`src/rtl/arb_pkg.sv`:
```
// Shared definitions for the round-robin arbiter and its client port.
//   NUM_CLIENTS_DFLT : default client count (req/gnt width)
//   state_e          : client-port FSM states
//   cnt_w()          : pending-counter width for a given saturation limit
//   is_onehot()      : exactly-one-bit-set test, also used by the arbiter
package arb_pkg;

  localparam int NUM_CLIENTS_DFLT = 3;

  typedef enum logic {
    IDLE  = 1'b0,
    BURST = 1'b1
  } state_e;

  function automatic int cnt_w(input int pend_max);
    return (pend_max < 1) ? 1 : $clog2(pend_max + 1);
  endfunction

  // Callers zero-extend narrower vectors to 32 bits.
  function automatic logic is_onehot(input logic [31:0] v);
    return (v != 32'd0) && ((v & (v - 32'd1)) == 32'd0);
  endfunction

endpackage

```
`src/rtl/arb_pend_counter.sv`:
```
// Per-client saturating pending-burst counter.
//   clk, rst  : clock, synchronous active-high reset
//   want      : +1 request pulse
//   dec       : -1 on the edge that ends this client's burst
//   count     : current pending bursts (0..PEND_MAX)
//   overflow  : combinational pulse when a want is dropped at saturation
module arb_pend_counter
  import arb_pkg::*;
#(
  parameter int PEND_MAX = 7,
  parameter int CNT_W    = cnt_w(PEND_MAX)
) (
  input  logic             clk,
  input  logic             rst,
  input  logic             want,
  input  logic             dec,
  output logic [CNT_W-1:0] count,
  output logic             overflow
);

  logic [CNT_W-1:0] count_q, count_d;

  // want and dec together cancel; dec never underflows.
  always_comb begin
    count_d  = count_q;
    overflow = 1'b0;
    if (want && !dec) begin
      if (count_q == CNT_W'(PEND_MAX)) overflow = 1'b1;
      else                             count_d  = count_q + 1'b1;
    end else if (!want && dec && (count_q != '0)) begin
      count_d = count_q - 1'b1;
    end
  end

  always_ff @(posedge clk) begin
    if (rst) count_q <= '0;
    else     count_q <= count_d;
  end

  assign count = count_q;

endmodule

```
`src/rtl/arb_client_port.sv`:
```
// Requester side of the round-robin arbiter req/gnt interface.
// Counts per-client want pulses, requests while idle, and on an accepted
// one-hot grant runs a BURST_LEN-beat burst for the winner.
//   clk, rst    : clock, synchronous active-high reset
//   want        : per-client request pulses
//   gnt         : one-hot grant from the arbiter (combinational from req)
//   req         : request vector to the arbiter (only in IDLE)
//   owner       : one-hot owner of the current burst, 0 when idle
//   beat_valid  : high on each burst beat
//   last_beat   : high on the final beat
//   done        : per-client pulse on the owner's final beat
//   overflow    : per-client pulse when a want is dropped at saturation
//   gnt_err     : sticky illegal-grant flag, only with ARB_CLIENT_GNT_CHECK_EN
module arb_client_port
  import arb_pkg::*;
#(
  parameter int NUM_CLIENTS = NUM_CLIENTS_DFLT,
  parameter int BURST_LEN   = 4,
  parameter int PEND_MAX    = 7
) (
  input  logic                   clk,
  input  logic                   rst,
  input  logic [NUM_CLIENTS-1:0] want,
  input  logic [NUM_CLIENTS-1:0] gnt,
  output logic [NUM_CLIENTS-1:0] req,
  output logic [NUM_CLIENTS-1:0] owner,
  output logic                   beat_valid,
  output logic                   last_beat,
  output logic [NUM_CLIENTS-1:0] done,
  output logic [NUM_CLIENTS-1:0] overflow
`ifdef ARB_CLIENT_GNT_CHECK_EN
  ,
  output logic                   gnt_err
`endif
);

  localparam int CNT_W  = cnt_w(PEND_MAX);
  localparam int BEAT_W = (BURST_LEN > 1) ? $clog2(BURST_LEN) : 1;

  state_e                             state_q, state_d;
  logic [NUM_CLIENTS-1:0]             owner_q, owner_d;
  logic [BEAT_W-1:0]                  beat_q, beat_d;
  logic [NUM_CLIENTS-1:0][CNT_W-1:0]  pend;
  logic [NUM_CLIENTS-1:0]             pend_nz;
  logic [NUM_CLIENTS-1:0]             dec;
  logic                               gnt_ok;

  for (genvar g = 0; g < NUM_CLIENTS; g++) begin : g_pend
    arb_pend_counter #(.PEND_MAX(PEND_MAX), .CNT_W(CNT_W)) u_pend (
      .clk      (clk),
      .rst      (rst),
      .want     (want[g]),
      .dec      (dec[g]),
      .count    (pend[g]),
      .overflow (overflow[g])
    );
    assign pend_nz[g] = |pend[g];
  end

  // A grant is taken only if it is one-hot and names a requester.
  assign gnt_ok = is_onehot(32'(gnt)) && |(gnt & req);

  always_comb begin
    state_d    = state_q;
    owner_d    = owner_q;
    beat_d     = beat_q;
    req        = '0;
    beat_valid = 1'b0;
    last_beat  = 1'b0;
    done       = '0;
    dec        = '0;
    case (state_q)
      IDLE: begin
        req = pend_nz;
        if (gnt_ok) begin
          owner_d = gnt;
          beat_d  = BEAT_W'(BURST_LEN - 1);
          state_d = BURST;
        end
      end
      BURST: begin
        beat_valid = 1'b1;
        if (beat_q == '0) begin
          last_beat = 1'b1;
          done      = owner_q;
          dec       = owner_q;
          owner_d   = '0;
          state_d   = IDLE;
        end else begin
          beat_d = beat_q - 1'b1;
        end
      end
      default: state_d = IDLE;
    endcase
  end

  always_ff @(posedge clk) begin
    if (rst) begin
      state_q <= IDLE;
      owner_q <= '0;
      beat_q  <= '0;
    end else begin
      state_q <= state_d;
      owner_q <= owner_d;
      beat_q  <= beat_d;
    end
  end

  assign owner = owner_q;

`ifdef ARB_CLIENT_GNT_CHECK_EN
  logic gnt_err_q, gnt_err_d;

  // Zero/multi-hot/stray grant while requesting, or any grant mid-burst.
  always_comb begin
    gnt_err_d = gnt_err_q;
    if ((state_q == IDLE) && (req != '0) && !gnt_ok) gnt_err_d = 1'b1;
    if ((state_q == BURST) && (gnt != '0))           gnt_err_d = 1'b1;
  end

  always_ff @(posedge clk) begin
    if (rst) gnt_err_q <= 1'b0;
    else     gnt_err_q <= gnt_err_d;
  end

  assign gnt_err = gnt_err_q;
`endif

endmodule

```
`config.mk`:
```
export PLATFORM = sky130hd
export DESIGN_NAME = arb_client_port
export DESIGN_NICKNAME = d
export VERILOG_FILES = /design/src/rtl/arb_pkg.sv /design/src/rtl/arb_pend_counter.sv /design/src/rtl/arb_client_port.sv
export SDC_FILE = /design/constraint.sdc
export NUM_CORES = 1
export LEC_CHECK = 0
export ABC_AREA = 1
export BUFFER_PORTS_ARGS = -buffer_cell sky130_fd_sc_hd__buf_2
export CORE_UTILIZATION = 54
export DETAILED_ROUTE_END_ITERATION = 10
export PLACE_DENSITY = 0.78
export SLEW_MARGIN = 20
export SYNTH_ARGS = -nofsm -noshare
export SYNTH_HDL_FRONTEND = slang
export SYNTH_SLANG_ARGS = --single-unit
```
`constraint.sdc`:
```
create_clock -name clk -period 2.7 [get_ports clk]
set_clock_uncertainty 0.2 [all_clocks]
set_input_delay 0.27 -clock clk [delete_from_list [all_inputs] [get_ports clk]]
set_output_delay 0.27 -clock clk [all_outputs]
set_load 0.02 [all_outputs]
```
==> flow_summary_export.csv <==
group,metric,value,unit
critical_path,cp.required,2.69,ns
route,wl,2.10,mm
clocking,clockBufferDepth,2,
finish,layout.nets,178,
clocking,clockRootBuffer,"clkbuf_4",
synth,synth-warning-count,0,
route,avgRoutedWirePerCell,11.0,microns
placement,place_area,1180,sq um
hold_path,hp-class,"in -> reg",
pwr,p_leak,0.643,nW
synth,synthCells,148,
synth,synthTopCellsByArea,"dfxtp_1, nand2_4, nand3_1",
floorplan,fp-row-count,15,
synth,synth-seq-cells,15,
global_routing,grt_max_degree,10,
sta,slew_headroom,75.4,%
synth,syn_area,1100,sq um
critical_path,cp.arrival,2.02,ns
flow_run,maxCapViolCount,0,
pwr,power_per_cell_area,510,nW/um^2
placement,port_buffers,21,
critical_path,cp-startpoint,"beat_q[0]",
clocking,clkTransAtPathRegs,0.10,ns
clocking,cts_buffers,3,
floorplan,ios,22,
synth,yosysMostFrequentCell,"nand2_1",
sta,fin_crit_sh,75.3,%
clocking,cts_tree,"done",
finish,layout-drive-gt1-share,33.9,%
synth,synthArstFlopShare,0,%
global_routing,grt_pass1_wl,3.30,mm
sta,rsz0062_at_grt,"false",
global_routing,gr-total-overflow,0,
sta,drv_slew,0,
floorplan,die_area,2230,sq um
clocking,post_cts_buffers,0,
synth,synth_ff_type,"dfxtp_1",
critical_path,path_max_fanout,4,
route,routed-via-count,933,
clocking,cts_resized,0,
finish,multi_input_area,641,sq um
floorplan,die_w,47.2,microns
critical_path,worstSetupEndpointType,"flip-flop",
route,drtIter0Drc,16,
pwr,ir_worst_vdd,0.350,mV
synth,postSynthAreaPerCell,7.46,sq um
floorplan,start_util,60.6,%
global_routing,groute.usage.overall,21.0,%
finish,design_area,1210,sq um
synth,synthesis.nets,160,
finish,nFillCells,176,
run_status,status,"completed",
floorplan,coreArea,1820,sq um
floorplan,die_h,47.2,microns
sta,max_freq,492,MHz
clocking,cts_hold_buf,0,
placement,dp_hpwl,1.68,mm
synth,yosysTopAreaCellShare,27.2,%
synth,synth.distinct_cells,22,
route,drtAntennaViolNets,0,
critical_path,crit_end,"g_pend[2].u_pend.count[2]",
route,routed_via_density,4.91,
sta,tightestPinTransition,0.369,ns
critical_path,startpoint_type,"flip-flop",
global_routing,grt_pass1_vias,798,
synth,yosys-top-cells-count,"nand2_1, nand3_1, inv_1",
synth,yosys.area.top_type,"dfxtp_1",
pwr,total_power,0.616,mW
finish,seq_area,300,sq um
clocking,cts_max_level,1,
synth,yosysSeqAreaShare,27.2,%
clocking,clkSinkCount,15,
critical_path,r2r_end,"g_pend[2].u_pend.count[2]",
finish,n_antenna_cell,0,
route,route.detailed.drc,0,
critical_path,path_class,"reg -> reg",
sta,min_period,2.03,ns
route,detail_route.first_pass.iterations,5,
sta,hold_viol_final,0,
critical_path,r2r_cells,13,
sta,fin_setup_tns,0,ns
placement,routabilityCongestion,0.845,
clocking,clk_latency,0.29,ns
global_routing,grt_antenna_before_repair,0,
synth,synth-edff-count,0,
critical_path,regToRegSetupSlack,0.67,ns
finish,area_growth,9.41,%
critical_path,r2r-start,"beat_q[0]",
sta,setup_viol,0,
[power breakdown]
part	switching [mW]	internal, mW	total [mW]
Clock	0.0799	0.0551	0.135
Combinational	0.132	0.0742	0.206
Sequential	0.0298	0.245	0.275
[worst min path at each step]
stage / from / endpoint / slack, ns / cells past startpoint
2_1_floorplan: gnt[0] / owner[0] / 0.23 / 2
3_3_place_gp: g_pend[1].u_pend.count[0] / g_pend[1].u_pend.count[0] / 0.30 / 1
3_5_place_dp: g_pend[1].u_pend.count[0] / g_pend[1].u_pend.count[0] / 0.31 / 1
4_1_cts: rst / owner[1] / 0.06 / 2
5_1_grt: rst / owner[1] / 0.06 / 2
6_report: rst / owner[1] / 0.05 / 2
[through the flow]
stage | setup slack (ns) | cells | hold WS (ns) | utilization, %
2_1_floorplan | 0.782 | 148 | 0.235 | -
3_3_place_gp | 0.745 | 186 | 0.297 | 64.8
3_5_place_dp | 0.677 | 186 | 0.307 | 64.8
4_1_cts | 0.652 | 190 | 0.0575 | 66.3
5_1_grt | 0.536 | 190 | 0.0570 | 66.3
6_report | 0.667 | 190 | 0.0547 | 66.3
[worst max-delay path, stage by stage (launching register included)]
cell     delay [ns]
dfxtp_1        0.34
inv_1          0.05
ha_1           0.24
nand2_4        0.12
inv_6          0.06
nand2_4        0.08
nand2_4        0.07
fa_1           0.38
inv_1          0.07
nand2_1        0.05
nand2_1        0.06
inv_2          0.04
a21oi_1        0.11
nor2_1         0.06
[layout make-up]
type | instances | share of cell area, %
clock buffer | 3 | 1.87
clock inverter | 1 | 0.415
inverter | 24 | 8.50
multi-input combinational | 101 | 53.1
sequential | 15 | 24.9
tap | 25 | 2.59
timing repair buffer | 21 | 8.70
[sequential cells by signal (all words and copies together), names as in the netlist]
name and flops:
state_q 1, g_pend.u_pend.count 9, owner 3, beat_q 2
[cells by family after synthesis]
logic type               share of synthesized area, %
flip-flops                                       27.2
AO/OA/AOI/OAI                                    9.07
adder cells (fa/ha/maj)                          6.58
buffers and inverters                            14.7
AND/OR/NAND/NOR                                  42.4
[layer usage]
layer	GRT usage (%)	routed length, microns	vias up
met5	0	0	-
met4	6.86	24	0
met3	3.46	90	4
met2	35.6	1010	22
met1	27.1	976	411
li1	-	-	496
[cells in the final DEF, fill, tap and decap left out]
cell type	instances
nand3_4	1
ha_1	1
dfxtp_1	15
inv_1	17
a21oi_1	16
inv_2	3
clkbuf_4	3
nand2_4	13
clkinv_2	1
nand3_1	19
inv_4	3
inv_6	1
o21ai_1	4
nand2_2	3
buf_2	21
nand3_2	3
nand2_1	22
nor2_1	11
nand4_1	1
nor2_2	3
fa_1	3
nor2_4	1
No activity file was read; power rests on OpenSTA's default activity.
